===== src/rtl/spi_master.sv =====
// spi_master: SPI mode-0 style master that frames each payload word as
// {01, upper nibble, 10, lower nibble}, shifts it out MSB first and unpacks
// the word received on MISO in the same framing.
// Optional build macro SPI_MASTER_FRAME_CHECK_EN adds a check of the received
// marker bits that drives rx_frame_err; without it rx_frame_err is tied low.
// WORD_WIDTH must be even and >= 4; CLK_DIV must be >= 2.
// "release" is a reserved word in SystemVerilog, so that port is release_req.
// dbg_state exposes the FSM state for checkers.
//
// Handshake: a request is taken on the clk edge where start=1 and ready=1.
// tx_word and keep_sel are captured on that edge. ready is 1 only in IDLE
// (after the first edge out of reset) and in HOLD. start while ready=0 and
// release_req outside HOLD have no effect. rx_valid is a one-cycle pulse with
// rx_word (and rx_frame_err) valid in the same cycle; there is no
// back-pressure on the receive side.
module spi_master #(
  parameter int WORD_WIDTH = 8,
  parameter int CLK_DIV    = 5
) (
  input  logic                  clk,
  input  logic                  reset_n,
  input  logic                  start,
  input  logic [WORD_WIDTH-1:0] tx_word,
  input  logic                  keep_sel,
  input  logic                  release_req,
  output logic                  ready,
  output logic [WORD_WIDTH-1:0] rx_word,
  output logic                  rx_valid,
  output logic                  rx_frame_err,
  output logic                  spi_SCLK,
  output logic                  spi_SSEL,
  output logic                  spi_MOSI,
  input  logic                  spi_MISO,
  output logic [2:0]            dbg_state
);

  localparam int PACKET_WIDTH = WORD_WIDTH + 4;
  localparam int NIBBLE_WIDTH = WORD_WIDTH / 2;
  // Phase counter covers the longest phase (LEAD / GAP = two half-periods).
  localparam int PH_W  = $clog2(2 * CLK_DIV);
  localparam int BIT_W = $clog2(PACKET_WIDTH);

  localparam logic [PH_W-1:0]  PH_HALF_LAST = PH_W'(CLK_DIV - 1);
  localparam logic [PH_W-1:0]  PH_LONG_LAST = PH_W'(2 * CLK_DIV - 1);
  localparam logic [BIT_W-1:0] BIT_LAST     = BIT_W'(PACKET_WIDTH - 1);

  typedef enum logic [2:0] {
    ST_IDLE = 3'd0,
    ST_LEAD = 3'd1,
    ST_LOW  = 3'd2,
    ST_HIGH = 3'd3,
    ST_GAP  = 3'd4,
    ST_HOLD = 3'd5
  } state_t;

  state_t                  r_state;
  logic [PH_W-1:0]         r_phase;
  logic [BIT_W-1:0]        r_bit;
  logic [PACKET_WIDTH-1:0] r_tx;
  logic [PACKET_WIDTH-1:0] r_rx;
  logic                    r_keep;
  logic                    r_ready;
  logic                    r_sclk;
  logic                    r_ssel;
  logic                    r_rx_valid;
  logic [WORD_WIDTH-1:0]   r_rx_word;

  logic                    w_accept;
  logic [PACKET_WIDTH-1:0] w_packet;
  logic [WORD_WIDTH-1:0]   w_rx_word;

  assign w_accept = start && r_ready;

  assign w_packet = {2'b01, tx_word[WORD_WIDTH-1:NIBBLE_WIDTH],
                     2'b10, tx_word[NIBBLE_WIDTH-1:0]};

  // Strip the two marker pairs out of the received packet.
  assign w_rx_word = {r_rx[PACKET_WIDTH-3:PACKET_WIDTH/2],
                      r_rx[PACKET_WIDTH/2-3:0]};

`ifdef SPI_MASTER_FRAME_CHECK_EN
  logic r_frame_err;
  logic w_frame_bad;

  assign w_frame_bad = (r_rx[PACKET_WIDTH-1:PACKET_WIDTH-2] != 2'b01) ||
                       (r_rx[PACKET_WIDTH/2-1:PACKET_WIDTH/2-2] != 2'b10);
  assign rx_frame_err = r_frame_err;
`else
  // Marker bits are received but deliberately not inspected in this build.
  logic w_unused_markers;

  assign w_unused_markers = ^{r_rx[PACKET_WIDTH-1:PACKET_WIDTH-2],
                              r_rx[PACKET_WIDTH/2-1:PACKET_WIDTH/2-2]};
  assign rx_frame_err = 1'b0;
`endif

  // Transfer FSM: framing, SCLK generation, shifting and all registered outputs.
  always_ff @(posedge clk or negedge reset_n) begin
    if (!reset_n) begin
      r_state    <= ST_IDLE;
      r_phase    <= '0;
      r_bit      <= '0;
      r_tx       <= '0;
      r_rx       <= '0;
      r_keep     <= 1'b0;
      r_ready    <= 1'b0;
      r_sclk     <= 1'b0;
      r_ssel     <= 1'b1;
      r_rx_valid <= 1'b0;
      r_rx_word  <= '0;
`ifdef SPI_MASTER_FRAME_CHECK_EN
      r_frame_err <= 1'b0;
`endif
    end else begin
      r_rx_valid <= 1'b0;
      case (r_state)
        ST_IDLE: begin
          if (w_accept) begin
            r_state <= ST_LEAD;
            r_ready <= 1'b0;
            r_ssel  <= 1'b0;
            r_tx    <= w_packet;
            r_keep  <= keep_sel;
            r_phase <= '0;
            r_bit   <= '0;
            r_sclk  <= 1'b0;
          end else begin
            r_ready <= 1'b1;
          end
        end

        ST_LEAD: begin
          if (r_phase == PH_LONG_LAST) begin
            r_state <= ST_HIGH;
            r_phase <= '0;
            r_sclk  <= 1'b1;
            r_rx    <= {r_rx[PACKET_WIDTH-2:0], spi_MISO};
          end else begin
            r_phase <= r_phase + PH_W'(1);
          end
        end

        ST_HIGH: begin
          if (r_phase == PH_HALF_LAST) begin
            r_sclk  <= 1'b0;
            r_phase <= '0;
            if (r_bit == BIT_LAST) begin
              // Final fall: packet complete, publish the received word.
              r_rx_valid <= 1'b1;
              r_rx_word  <= w_rx_word;
`ifdef SPI_MASTER_FRAME_CHECK_EN
              r_frame_err <= w_frame_bad;
`endif
              r_tx <= '0;
              if (r_keep) begin
                r_state <= ST_HOLD;
                r_ready <= 1'b1;
              end else begin
                r_state <= ST_GAP;
                r_ssel  <= 1'b1;
              end
            end else begin
              r_state <= ST_LOW;
              r_tx    <= {r_tx[PACKET_WIDTH-2:0], 1'b0};
              r_bit   <= r_bit + BIT_W'(1);
            end
          end else begin
            r_phase <= r_phase + PH_W'(1);
          end
        end

        ST_LOW: begin
          if (r_phase == PH_HALF_LAST) begin
            r_state <= ST_HIGH;
            r_phase <= '0;
            r_sclk  <= 1'b1;
            r_rx    <= {r_rx[PACKET_WIDTH-2:0], spi_MISO};
          end else begin
            r_phase <= r_phase + PH_W'(1);
          end
        end

        ST_GAP: begin
          if (r_phase == PH_LONG_LAST) begin
            r_state <= ST_IDLE;
            r_phase <= '0;
            r_ready <= 1'b1;
          end else begin
            r_phase <= r_phase + PH_W'(1);
          end
        end

        ST_HOLD: begin
          // start wins over a simultaneous release; SSEL stays low.
          if (w_accept) begin
            r_state <= ST_LEAD;
            r_ready <= 1'b0;
            r_tx    <= w_packet;
            r_keep  <= keep_sel;
            r_phase <= '0;
            r_bit   <= '0;
          end else if (release_req) begin
            r_state <= ST_GAP;
            r_ready <= 1'b0;
            r_ssel  <= 1'b1;
            r_phase <= '0;
          end
        end

        default: begin
          r_state <= ST_IDLE;
          r_ready <= 1'b0;
          r_ssel  <= 1'b1;
          r_sclk  <= 1'b0;
          r_tx    <= '0;
          r_phase <= '0;
        end
      endcase
    end
  end

  assign ready     = r_ready;
  assign rx_word   = r_rx_word;
  assign rx_valid  = r_rx_valid;
  assign spi_SCLK  = r_sclk;
  assign spi_SSEL  = r_ssel;
  assign spi_MOSI  = r_tx[PACKET_WIDTH-1];
  assign dbg_state = r_state;

endmodule


===== config.mk =====
export PLATFORM = sky130hd
export DESIGN_NAME = spi_master
export DESIGN_NICKNAME = d
export VERILOG_FILES = /design/src/rtl/spi_master.sv
export SDC_FILE = /design/constraint.sdc
export NUM_CORES = 1
export LEC_CHECK = 0
export CAP_MARGIN = 20
export CELL_PAD_IN_SITES_DETAIL_PLACEMENT = 1
export CELL_PAD_IN_SITES_GLOBAL_PLACEMENT = 2
export CORE_MARGIN = 5
export CORE_UTILIZATION = 38
export CTS_BUF_LIST = sky130_fd_sc_hd__clkbuf_2
export CTS_CLUSTER_DIAMETER = 80
export DETAILED_ROUTE_END_ITERATION = 8
export PLACE_DENSITY_LB_ADDON = 0.1
export SYNTH_ARGS = -nofsm -noshare
export SYNTH_HDL_FRONTEND = slang
export SYNTH_SLANG_ARGS = --single-unit

===== constraint.sdc =====
create_clock -name clk -period 2.25 [get_ports clk]
set_input_delay 0.5625 -clock clk [delete_from_list [all_inputs] [get_ports clk]]
set_output_delay 0.5625 -clock clk [all_outputs]
set_load 0.01 [all_outputs]

; ---- Word-level counts from Yosys, hierarchy flattened
; Cells that the tools add are included.
[word_totals]
inputBits = 14
ff_bits = 46
out_inout_bits = 17
[classes]
reduce_logical = 20
bitwise = 3
add_sub_neg = 2
eq_ne = 21
n_mux = 47
[op_table]
columns = cell, n
row1 = $mux W12, 3
row2 = $pmux W12 S3, 1
row3 = $mux W4, 7
row4 = $mux W3, 8
row5 = $ne A2 B2 Y1 const B, 11
row6 = $mux W10, 2
row7 = $pmux W10 S2, 1
row8 = $mux W1, 19
row9 = $pmux W3 S6, 1
row10 = $pmux W4 S4, 1
row11 = $reduce_and A6 Y1, 2
row12 = $pmux W1 S5, 2
row13 = $reduce_or A2 Y1, 5
row14 = $reduce_and A3 Y1, 3
row15 = $add A4 B1 Y4 const B, 2
row16 = $eq A4 B4 Y1 const B, 2
row17 = $pmux W4 S2, 1
row18 = $reduce_and A7 Y1, 1
row19 = $eq A3 B2 Y1 const B, 2
row20 = $eq A3 B3 Y1 const B, 2
row21 = $reduce_and A5 Y1, 1
row22 = $eq A4 B3 Y1 const B, 1
row23 = $pmux W1 S4, 1
row24 = $reduce_and A2 Y1, 2
row25 = other kinds (9), 12

; ---- Longest topological paths before layout
[depth]
ltp_word = 4
depth_mapped = 8
mapped_depth_nobuf = 6

; ---- Least setup slack after synthesis
; OpenSTA, ideal clock, no wires.
[synth_timing]
path_kind = register -> register
from = register r_phase[0]
to = register r_tx[10]
path_stages_with_launch = 9
path_slack_ps = 468
arrival_time_ps = 1658
t_required_ps = 2125
path_buffers = 2
cell_sequence = dfrtp_1 -> inv_1 -> ha_1 -> and3b_1 -> buf_6 -> a21oi_2 -> o22ai_2 -> buf_6 -> mux2_2
[synth_between]
elab_chain_cells = 3
[synth_lines]
columns = item, line
row1 = "start, declared", 57  ; logic [PH_W-1:0] r_phase;
row2 = "start signal, assigned", 139  ; r_phase <= r_phase + PH_W'(1);
row3 = "start signal, assigned", 168  ; r_phase <= r_phase + PH_W'(1);
row4 = "start signal, assigned", 179  ; r_phase <= r_phase + PH_W'(1);
row5 = $eq A4 B3 Y1, 144  ; if (r_phase == PH_HALF_LAST) begin
row6 = $ne A2 B2 Y1 (no source line), --
row7 = $reduce_and A3 Y1 (no source line), --
row8 = "end signal, assigned", 122  ; r_tx <= w_packet;
row9 = "end signal, assigned", 164  ; r_tx <= {r_tx[PACKET_WIDTH-2:0], 1'b0};
row10 = "end signal, assigned", 198  ; r_tx <= w_packet;
row11 = "end, declared", 59  ; logic [PACKET_WIDTH-1:0] r_tx;
; Every way passes these cells.
; A chain may end at the register's enable or synchronous reset.

; ---- Final worst setup path
[layout_timing]
from = register r_state[0] (netlist: dbg_state[0])
to = output port dbg_state[0]
[layout_rtl]
columns = item, line
row1 = "start, declared", 56  ; state_t r_state;
row2 = "start signal, assigned", 100  ; r_state <= ST_IDLE;
row3 = "start signal, assigned", 119  ; r_state <= ST_LEAD;
row4 = "start signal, assigned", 134  ; r_state <= ST_HIGH;
row5 = "end, declared", 34  ; output logic [2:0] dbg_state
; No word-level cell between the ends.

==> metrics.md <==
| Metric | Value |
|---|---|
| Outcome | `finished, final reports clean` |
| Clock Skew | `0.0115 ns` |
| Total CTS buffers | `5` |
| Total track usage | `0.138` |
| Static leakage | `about 1.3 nW` |
| Post-Synthesis Cells | `around 210` |
| Die Span X | `~90 um` |
| Final ANT Viol Nets | `0` |
| Cell area after synthesis | `2420 um2` |
| Drt wl/cell | `around 17 um` |
| NumNets Final | `roughly 260` |
| Transition time of the tightest slew-check pin | `around 0.68 ns` |
| Core Footprint | `~6300 um2` |
| Largest net degree at the start of global routing | `31` |
| Crit path launch type | `flop` |
| Setup TNS | `0 ns` |
| Final period util | `0.956` |
| DP Area | `between 2000 and 3000 um2` |
| Clock slew at reported path FFs | `roughly 0.24 ns` |
| Sw Ratio | `0.377` |
| Post-Route WL | `approximately 5.3 mm` |
| CTS H-tree lvls | `2` |
| Initial DRC Count | `38` |
| Share of layout cells above drive strength 1 | `0.283` |
| Die footprint | `roughly 8100 um2` |
| Yosys reg bits | `46` |
| Syn_area_per_cell | `11.7 um2` |
| Peak Freq | `~0.47 GHz` |
| Design Area, Final | `a little under 3000 um2` |
| GR Overflow Total | `0` |
| Worst slew margin relative to its limit | `0.547` |
| ANT cells | `0` |
| CP Capture Type | `output port` |
| Crit path arrival time | `1.59 ns` |
| Number of buffer cells added on primary ports | `29` |
| Power Density | `1040 nW/um2` |
| Seq/Total Area, Yosys | `0.477` |
| Logic pwr share | `0.449` |
| Initial Util | `0.385` |
| Clock root buffer | `clkbuf_2` |
| Post-route minimum period | `~2.2 ns` |
| Async set-or-reset flop fraction in the synthesized netlist | `1.00` |
| Die Y-Extent | `around 90 um` |
| GPL Wtd Cong | `around 0.72` |
| Vias per inst | `approximately 5.3` |
| Hold crit path type | `input pin to asynchronous set/reset pin` |
| VDD IR-drop max | `about 440 uV` |
| Syn. warnings | `0` |
| Crit Path Category | `flop to output port` |
| Initial antenna violation count | `0` |
| Crit path max fanout | `16` |
| TritonCTS clock tree | `yes` |
| Max-Cap Viols | `0` |
| Fin. max-slew vios | `0` |
| Drc violations | `0` |
| Worst skew pair latency | `0.40 ns` |
| Placement Rows | `29` |
| First-pass iteration count of the detailed router | `4` |
| Ports | `31` |
| Final setup fails | `0` |
| P&R area growth vs syn | `20.2%` |
| Cell variety after synth | `between 50 and 60` |
| Vias | `~1700` |
| First-pass GRT wire length | `around 9.4 mm` |
| Tightest hold margin | `between 0.1 and 0.15 ns` |
| Cell internal pwr | `1.88 mW` |
| Clock Tree Buf Depth | `2` |
| Post-DP HPWL | `about 3.9 mm` |
| Sequential power share | `0.396` |
| Clock sink total | `46` |
| Worst EP required | `between 1.5 and 2 ns` |
| RSZ-0062 raised after global routing | `no` |
| Post-synth top flop | `dfrtp_1` |
| Number of flops mapped to enable cells by yosys | `0` |
| Net Count, Synth | `roughly 220` |
| Vias in the first global route | `around 1900` |
| Clk pwr share | `0.155` |
| Filler cells | `657` |
| Post-layout power | `a little over 3 mW` |
| Switch Pwr | `approximately 1.1 mW` |
| Final hold viol count | `0` |
==> worst paths after layout <==
path | start | endpoint | slack [ns] | depth (start not counted)
min reg2reg | r_tx[3] | r_tx[3] | 0.54 | 1
min in group clk | r_tx[3] | r_tx[3] | 0.54 | 1
max reg2reg | r_phase[0] | r_rx[3] | 0.20 | 5
max in group asynchronous | reset_n | r_tx[0] | 1.50 | 2
min | reset_n | r_phase[1] | 0.15 | 1
max | dbg_state[0] | dbg_state[0] | 0.1 | 2
==> per-layer routing <==
metal,global-route usage,part of all wire,vias up
li1,-,-,813
met1,0.170,0.43,862
met3,0.0326,0.033,5
met4,0.0340,0.010,0
met5,0,0,-
met2,0.243,0.52,25
==> layout make-up <==
type	instances	area (um2)	share of cell area
Clock inverter	3	43.8	0.0151
Clock buffer	5	25.0	0.00861
Inverter	8	30.0	0.0103
Multi-Input combinational cell	138	1140	0.394
Timing Repair Buffer	44	410	0.141
Sequential cell	46	1160	0.398
Tap cell	77	96.3	0.0331
==> power by group through the flow <==
stage	combinational [mW]	clock (mW)	sequential, mW
2_1_floorplan	0.941	0	1.18
3_3_place_gp	1.22	0	1.24
3_5_place_dp	1.28	0	1.26
4_1_cts	1.30	0.490	1.23
5_1_grt	1.50	0.532	1.22
6_report	1.35	0.468	1.20
==> cells in the mapped netlist, types with 3 or more instances <==
cell,number,share of area
nand2_1,12,0.019
dfrtp_1,45,0.47
mux2i_1,4,0.017
nor3_1,4,0.0083
inv_1,8,0.012
buf_4,6,0.019
nand2b_1,3,0.0078
a21oi_1,7,0.014
nand3_1,6,0.012
o21ai_0,3,0.0062
and3b_1,3,0.011
a22o_1,9,0.033
a21o_1,3,0.0093
mux2_2,26,0.12
ha_1,4,0.021
nor2_1,8,0.012
o31ai_1,3,0.0093
buf_2,3,0.0062
==> sequential cells by signal (all words and copies together) (netlist names), 3 cells and up <==
name / cells
dbg_state: 3
r_tx: 12
r_rx: 10
rx_word: 8
r_phase: 4
r_bit: 4
==> cell families after synthesis <==
group                      count (synthesis)  share of synthesized area
xor gates and xnor gates                   2                    0.00725
muxes                                     32                      0.150
AOI/OAI and AO/OA                         47                      0.163
adders and majority gates                  4                     0.0207
buffers and inverters                     22                     0.0518
DFF                                       46                      0.477
and+or+nand+nor                           52                      0.129
other                                      1                    0.00155
==> worst max-delay path: stages, from the launching register on <==
cell	delay (ns)
dfrtp_2	0.42
buf_4	0.21
clkdlybuf4s50_1	0.56
==> timing repair <==
action | 4_1_cts | 5_1_grt
cloned | 0 | 0
endpoints found under the setup margin | 2 | 3
resized for setup | 2 | 2
setup buffers | 1 | 2
hold buffers | 0 | 0
==> per-stage QoR <==
stage / utilization / setup WS [ns] / instances
5_1_grt: 0.463 / 0.000645 / 321
3_3_place_gp: 0.447 / 0.104 / 310
6_report: 0.463 / 0.0995 / 321
4_1_cts: 0.460 / 0.0309 / 319
2_1_floorplan: - / 0.468 / 206
3_5_place_dp: 0.447 / 0.0370 / 310
==> cells in the final DEF, fill, tap and decap left out, types with 3 or more instances in the layout <==
cell type        instances
dfrtp_1                 42
a21o_1                   3
and3b_1                  3
mux2i_1                  4
buf_4                   14
o31ai_1                  3
a21oi_1                  7
clkdlybuf4s50_1         28
nor3_1                   4
inv_1                    8
dfrtp_2                  3
clkbuf_2                 5
nand3_1                  6
o21ai_0                  3
ha_1                     4
nor2_1                   8
a22o_1                   9
mux2_2                  26
nand2b_1                 3
nand2_1                 12
Power figures use the tool's default switching activity.
